### config.mk
export PLATFORM = sky130hd
export DESIGN_NAME = kanagawa_hal_fifo_reader
export DESIGN_NICKNAME = d
export VERILOG_FILES = /design/src/rtl/kanagawa_hal_fifo_reader_pkg.sv /design/src/rtl/kanagawa_hal_fifo_reader_skid.sv /design/src/rtl/kanagawa_hal_fifo_reader.sv
export SDC_FILE = /design/constraint.sdc
export NUM_CORES = 1
export LEC_CHECK = 0
export CORE_MARGIN = 5
export CORE_UTILIZATION = 25
export DETAILED_ROUTE_END_ITERATION = 8
export HOLD_SLACK_MARGIN = 0.05
export PLACE_DENSITY = 0.43
export SLEW_MARGIN = 40
export SYNTH_ARGS = -nofsm -noshare
export SYNTH_HDL_FRONTEND = slang
export SYNTH_SLANG_ARGS = --single-unit
### constraint.sdc
create_clock -name clock -period 8.4 [get_ports clock]
set_clock_uncertainty 0.1 [all_clocks]
set_input_delay 0.84 -clock clock [delete_from_list [all_inputs] [get_ports clock]]
set_output_delay 0.84 -clock clock [all_outputs]
set_load 0.02 [all_outputs]
### src/rtl/kanagawa_hal_fifo_reader_pkg.sv
// Shared HAL constants for the non-show-ahead FIFO reader.
// Latency bounds and the derived skid buffer depth live here.
package kanagawa_hal_fifo_reader_pkg;

    localparam int MAX_READ_LATENCY = 4;

    function automatic int skid_depth(input int read_latency);
        return read_latency + 2;
    endfunction

endpackage

### src/rtl/kanagawa_hal_fifo_reader_skid.sv
// Circular register buffer with head/tail pointers; occupancy is tracked by the parent.
// Storage is not reset, so the head word is meaningless while the parent reports empty.
module kanagawa_hal_fifo_reader_skid #(
    parameter int WIDTH = 32,
    parameter int DEPTH = 3
) (
    input  logic             clock,
    input  logic             rst,
    input  logic             push_i,
    input  logic [WIDTH-1:0] push_data_i,
    input  logic             pop_i,
    output logic [WIDTH-1:0] head_data_o
);

    localparam int PW = $clog2(DEPTH);

    logic [WIDTH-1:0] mem_q [DEPTH];
    logic [PW-1:0]    head_q;
    logic [PW-1:0]    head_d;
    logic [PW-1:0]    tail_q;
    logic [PW-1:0]    tail_d;

    function automatic logic [PW-1:0] wrap_inc(input logic [PW-1:0] p);
        return (p == PW'(DEPTH - 1)) ? '0 : p + PW'(1);
    endfunction

    always_comb begin
        head_d = head_q;
        tail_d = tail_q;
        if (pop_i) begin
            head_d = wrap_inc(head_q);
        end
        if (push_i) begin
            tail_d = wrap_inc(tail_q);
        end
    end

    always_ff @(posedge clock or posedge rst) begin
        if (rst) begin
            head_q <= '0;
            tail_q <= '0;
        end else begin
            head_q <= head_d;
            tail_q <= tail_d;
        end
    end

    always_ff @(posedge clock) begin
        if (push_i) begin
            mem_q[tail_q] <= push_data_i;
        end
    end

    assign head_data_o = mem_q[head_q];

endmodule

### src/rtl/kanagawa_hal_fifo_reader.sv
// Turns a fixed-latency non-show-ahead FIFO read port into a valid/ready stream.
// Reads are only issued when the skid buffer has room for every outstanding word.
module kanagawa_hal_fifo_reader
    import kanagawa_hal_fifo_reader_pkg::*;
#(
    parameter int WIDTH        = 32,
    parameter int READ_LATENCY = 1
) (
    input  logic             clock,
    input  logic             rst,
    input  logic             fifo_empty,
    output logic             fifo_rdreq,
    input  logic [WIDTH-1:0] fifo_q,
    output logic             out_valid,
    input  logic             out_ready,
    output logic [WIDTH-1:0] out_data
);

    localparam int SKID_DEPTH = skid_depth(READ_LATENCY);
    localparam int CW         = $clog2(SKID_DEPTH + 1);

    if (READ_LATENCY < 1 || READ_LATENCY > MAX_READ_LATENCY) begin : g_bad_latency
        $error("READ_LATENCY must be within 1..%0d", MAX_READ_LATENCY);
    end

    logic [READ_LATENCY-1:0] pend_q;
    logic [READ_LATENCY-1:0] pend_d;
    logic [CW-1:0]           inflight_q;
    logic [CW-1:0]           inflight_d;
    logic [CW-1:0]           occ_q;
    logic [CW-1:0]           occ_d;
    logic [CW:0]             committed;
    logic                    capture;
    logic                    pop;

    // Registered counts only: a pop this cycle frees space from the next cycle on.
    assign committed  = {1'b0, inflight_q} + {1'b0, occ_q};
    assign fifo_rdreq = !rst && !fifo_empty
                     && (committed < (CW + 1)'(SKID_DEPTH));

    assign capture   = pend_q[READ_LATENCY-1];
    assign out_valid = (occ_q != '0);
    assign pop       = out_valid && out_ready;

    always_comb begin
        pend_d     = (pend_q << 1) | READ_LATENCY'(fifo_rdreq);
        inflight_d = inflight_q + CW'(fifo_rdreq) - CW'(capture);
        occ_d      = occ_q + CW'(capture) - CW'(pop);
    end

    always_ff @(posedge clock or posedge rst) begin
        if (rst) begin
            pend_q     <= '0;
            inflight_q <= '0;
            occ_q      <= '0;
        end else begin
            pend_q     <= pend_d;
            inflight_q <= inflight_d;
            occ_q      <= occ_d;
        end
    end

    kanagawa_hal_fifo_reader_skid #(
        .WIDTH (WIDTH),
        .DEPTH (SKID_DEPTH)
    ) u_skid (
        .clock       (clock),
        .rst         (rst),
        .push_i      (capture),
        .push_data_i (fifo_q),
        .pop_i       (pop),
        .head_data_o (out_data)
    );

    a_no_rdreq_when_empty: assert property (
        @(posedge clock) disable iff (rst) !(fifo_rdreq && fifo_empty));

    a_no_capture_when_full: assert property (
        @(posedge clock) disable iff (rst)
        !(capture && (occ_q == CW'(SKID_DEPTH))));

    a_no_pop_when_empty: assert property (
        @(posedge clock) disable iff (rst) !(pop && (occ_q == '0)));

endmodule

# After elaboration in Yosys (flattened, before gate mapping)
# Memory sizes are Yosys's and may differ from the RTL's.
# Index checks and enable logic that the tools add are counted.
# totals
n_memories,1
inputBits,36
mem_bits_rw,96
register_bits,9
output_inout_bits,34
elab_cells,26
# mem_list
name,depth,width,rd,rd_clocked_by_memory_dff,wr,line_no,text
u_skid.mem_q,3,32,1,0,1,kanagawa_hal_fifo_reader_skid.sv:17,logic [WIDTH-1:0] mem_q [DEPTH];
# op_classes
addsub,7
n_mux,4
magnitude_cmp,1
n_eq_ne,2
n_reduce_logical,6
# op_table
op,count
$add A2 B1 Y2,2
$add A2 B1 Y2 const B,2
$eq A2 B2 Y1 const B,2
$mux W2,2
$sub A2 B1 Y2,2
$add A2 B2 Y3,1
$logic_and A1 B1 Y1,3
$lt A3 B2 Y1 const B,1
$logic_not A1 Y1,2
$mux W1,2
$reduce_bool A2 Y1,1

# Logic depth before layout (Yosys ltp)
# depth
ltp_word,5
mapped_depth,7
ltp_nobuf,7

# Modules after synthesis
# A second synthesis with hierarchy kept.
# hier_totals
cells_unflattened,240
area_unflattened_um2,4068.9
# modules_own_cells
mod,area_per_inst_um2,n_inst,cells_each,seq_area_each_um2
kanagawa_hal_fifo_reader_skid,3766.1,1,219,2982.9
kanagawa_hal_fifo_reader,302.8,1,21,125.1

# Worst setup path after synthesis
# Ideal clock, no wire load.
# synth_path
path_type,register -> register
from,reg u_skid.tail_q[0]
to,mem u_skid.mem_q[0][0] (enable)
setup_ps,470
path_buffers,0
setup_slack_ps,4980
t_required_ps,7830
stages_incl_launch_ff,2
t_arrival_ps,2849
period_less_slack_ps,3420
path_cell_list,dfrtp_1 -> nor3b_1
# synth_rtl
item,line_no,text
start: declaration,kanagawa_hal_fifo_reader_skid.sv:20,logic [PW-1:0] tail_q;
start signal: assignment,kanagawa_hal_fifo_reader_skid.sv:44,tail_q <= tail_d;
end: declaration,kanagawa_hal_fifo_reader_skid.sv:17,
# Straight into the memory's write port.

# Worst setup path after layout
# layout_path
from,reg occ_q[0]
to,out fifo_rdreq
# layout_between
elab_chain_len,3
# layout_lines
item,line_no,text
start: declaration,kanagawa_hal_fifo_reader.sv:30,logic [CW-1:0] occ_q;
start signal: assignment,kanagawa_hal_fifo_reader.sv:55,occ_q <= '0;
start signal: assignment,kanagawa_hal_fifo_reader.sv:59,occ_q <= occ_d;
$add A2 B2 Y3,kanagawa_hal_fifo_reader.sv:37,"assign committed = {1'b0, inflight_q} + {1'b0, occ_q};"
$lt A3 B2 Y1,kanagawa_hal_fifo_reader.sv:39,&& (committed < (CW + 1)'(SKID_DEPTH));
$logic_and A1 B1 Y1,kanagawa_hal_fifo_reader.sv:39,
end: declaration,kanagawa_hal_fifo_reader.sv:12,"output logic fifo_rdreq,"
# No other way between the ends.

==> metrics.md <==
| Metric | Value |
|---|---|
| Status | `finished, final reports clean` |
| Netlist cell types | `25` |
| Final Worst Setup Slack | `approximately 4700 ps` |
| Top cells by area, synth | `edfxtp_1 71%, mux2i_1 7.9%, dfrtp_1 5.6%` |
| Die area | `18800 um^2` |
| Max-slew violations | `0` |
| First-pass iteration count of the detailed router | `4` |
| Hold Slack | `approximately 450 ps` |
| Fill cell count | `roughly 1600` |
| Placed Area | `5010 um^2` |
| WP data arrival | `2740 ps` |
| Share of cells above drive strength 1 | `9.03%` |
| Critical path class | `reg2out` |
| GPL Wtd Cong | `around 0.66` |
| CP Max Fanout | `4` |
| DRC Markers | `0` |
| Clk pin slew, worst setup/hold paths | `roughly 70 ps` |
| Antenna viol nets, final | `0` |
| Via count | `roughly 2100` |
| GRT Util Overall | `just under 9%` |
| Setup slack at placement | `4780 ps` |
| Mapped cell area | `around 4000 um^2` |
| Setup TNS | `0 ps` |
| First-pass GRT wire length | `~12 mm` |
| Worst-path cell chain | `ha_1 -> fa_1 -> a2111oi_1 -> clkdlybuf4s50_1` |
| Total power | `about 1.8 mW` |
| Worst min-delay path class | `reg2reg` |
| WL per Instance | `about 14 um` |
| Die Span Y | `between 100 and 150 um` |
| Period utilization | `a little over two fifths` |
| Largest net degree at the start of global routing | `35` |
| RSZ-0062 raised after global routing | `no` |
| Synth warn | `0` |
| Syn Inst Count | `241` |
| HPWL after DPL | `between 4 and 5 mm` |
| Core area | `roughly 16000 um^2` |
| Num ports | `70` |
| Worst Path Required | `roughly 7500 ps` |
| Worst-Skew Late Latency | `roughly 340 ps` |
| Avg Cell Area, Syn | `16.8 um^2` |
| Post_cts resized | `0` |
| Net Count, Synth | `283` |
| Leakage power | `about 1.8 nW` |
| Clk sinks | `approximately 110` |
| #FFs+latches synth | `105` |
| Final Cell Area | `5300 um^2` |
| Initial Util | `about 25%` |
| Pwr dens | `roughly 330 nW/um^2` |
| Vias in the first global route | `approximately 2200` |
| CTS H-tree lvls | `3` |
| Top-area cell type share of the netlist area | `71.4%` |
| Crit path largest cell delay | `approximately 730 ps` |
| Setup crit start kind | `flip-flop` |
| Max-Cap Viols | `0` |
| Port bufs | `69` |
| Max_slew headroom | `about three fifths` |
| CTS buffer count | `9` |
| Highest Clock Rate | `roughly 0.27 GHz` |
| P&R area growth vs syn | `31.1%` |
| CTS Root Cell | `clkbuf_16` |
| Chip width | `137 um` |
| Tightest Pin Transition | `~620 ps` |
| Drt via density | `between 3 and 4` |
| Antenna Cells | `0` |
| # setup viols final | `0` |
| Register area share after synthesis | `around three quarters` |
| Final hold vios | `0` |
| Critical Path Slowest Stage Cell | `clkdlybuf4s50_1` |
| Hold-fix buffers, CTS | `0` |
| Worst vdd ir | `0.000108 V` |
| Nature of the critical path endpoint | `output port` |
| Minimum clock period | `roughly 3700 ps` |
| Initial antenna violation count | `0` |
| Post-CTS Setup Inserts | `0` |
| CTS tree | `built` |
| CTS max path bufs | `2` |
| R2R setup slack | `6020 ps` |
| Grt total ovfl | `0` |
| Final Routed Wirelength | `7.71 mm` |
| Area leader, netlist | `edfxtp_1` |
| Cell Rows | `46` |
| Nets | `approximately 360` |
| Initial DRC count | `57` |
==> cell type report <==
| class | instances | area, um^2 | share of cell area [%] |
|---|---|---|---|
| multi-input cells | 119 | 830 | 15.7 |
| clock inverters | 6 | 58.8 | 1.11 |
| clock buffers | 10 | 229 | 4.32 |
| well taps | 216 | 270 | 5.10 |
| repair buffers | 75 | 776 | 14.6 |
| flip-flops and latches | 105 | 3110 | 58.7 |
| inverters | 6 | 22.5 | 0.425 |
==> cell families after synthesis <==
kind of cell | Yosys count | synth area share, %
AND/OR/NAND/NOR | 39 | 4.03
multiplexers | 34 | 8.49
AO/OA/AOI/OAI | 36 | 4.68
adder cells (fa/ha/maj) | 6 | 2.04
buffers and inverters | 17 | 2.94
flip-flops | 105 | 77.0
XOR/XNOR | 4 | 0.867
==> critical path: cells and delay by family, from the launching register on <==
kind                       cells  cell delay (ps)
adders and majority gates      2              640
DFF                            1              410
buffers and inverters          1              730
AOI/OAI and AO/OA              1              620
==> state kept, by name, summed over array words and instances, names as in the netlist <==
name           count
occ_q              2
u_skid.mem_q      96
inflight_q         2
capture            1
u_skid.tail_q      2
u_skid.head_q      2
==> placed cells by master (no fill, tap or decap) <==
cell type / synthesis / routed
edfxtp_1: 96 / 96
clkdlybuf4s50_1: 0 / 69
nand2_1: 33 / 33
mux2i_1: 32 / 32
o21ai_1: 29 / 29
clkbuf_16: 0 / 9
dfrtp_1: 9 / 7
inv_1: 6 / 6
ha_1: 5 / 5
xnor2_1: 4 / 4
o21ai_0: 4 / 4
buf_4: 1 / 4
mux2_2: 2 / 2
a21o_1: 2 / 2
clkinvlp_4: 0 / 2
clkinv_2: 0 / 2
dfrtp_2: 0 / 2
buf_16: 0 / 2
nor2_2: 1 / 1
nor3b_2: 0 / 1
a2111oi_1: 0 / 1
nor2_4: 0 / 1
or2_2: 1 / 1
and3b_4: 0 / 1
nor2b_1: 1 / 1
fa_1: 1 / 1
clkinv_1: 0 / 1
clkbuf_1: 2 / 1
bufinv_16: 0 / 1
==> routing by layer <==
layer,vias to the layer above,wire [um],GRT usage (%)
met5,-,0,0
met4,0,198,4.99
met3,13,436,2.76
met2,48,3690,13.8
met1,1017,3390,10.6
li1,1040,-,-
==> worst paths after layout <==
check,startpoint,endpoint,cells past startpoint
worst min-delay path,occ_q[1],occ_q[1],1
worst max register to register,occ_q[0],inflight_q[1],6
worst max-delay path,occ_q[0],fifo_rdreq,4
min in group asynchronous,rst,occ_q[0],2
worst min register to register,occ_q[1],occ_q[1],1
max in group asynchronous,rst,u_skid.head_q[0],2
==> report_power, final <==
part / leakage [nW] / total [mW] / switching, mW / internal, mW
sequential: 0.976 / 0.728 / 0.0715 / 0.656
combinational: 0.700 / 0.617 / 0.321 / 0.296
clock: 0.136 / 0.411 / 0.182 / 0.229
==> cell usage after synthesis <==
| cell | number |
|---|---|
| nor3b_1 | 1 |
| nor2_2 | 1 |
| edfxtp_1 | 96 |
| o21ai_0 | 4 |
| buf_6 | 1 |
| fa_1 | 1 |
| mux2_2 | 2 |
| buf_4 | 1 |
| buf_8 | 2 |
| nand2_1 | 33 |
| and3b_1 | 1 |
| xnor2_1 | 4 |
| dfrtp_1 | 9 |
| buf_12 | 1 |
| clkbuf_1 | 2 |
| a2111oi_0 | 1 |
| ha_1 | 5 |
| mux2i_1 | 32 |
| or2_2 | 1 |
| inv_1 | 6 |
| a21o_1 | 2 |
| nor2b_1 | 1 |
| o21ai_1 | 29 |
| nor2_1 | 1 |
| buf_2 | 4 |
==> per-stage QoR <==
step | utilization, % | cells
after global routing | 33.3 | 537
after floorplan | - | 241
after CTS | 33.3 | 537
after global placement | 31.2 | 519
after detailed placement | 31.5 | 521
final | 33.3 | 537
Note: power is estimated with default switching activity, not from simulation.
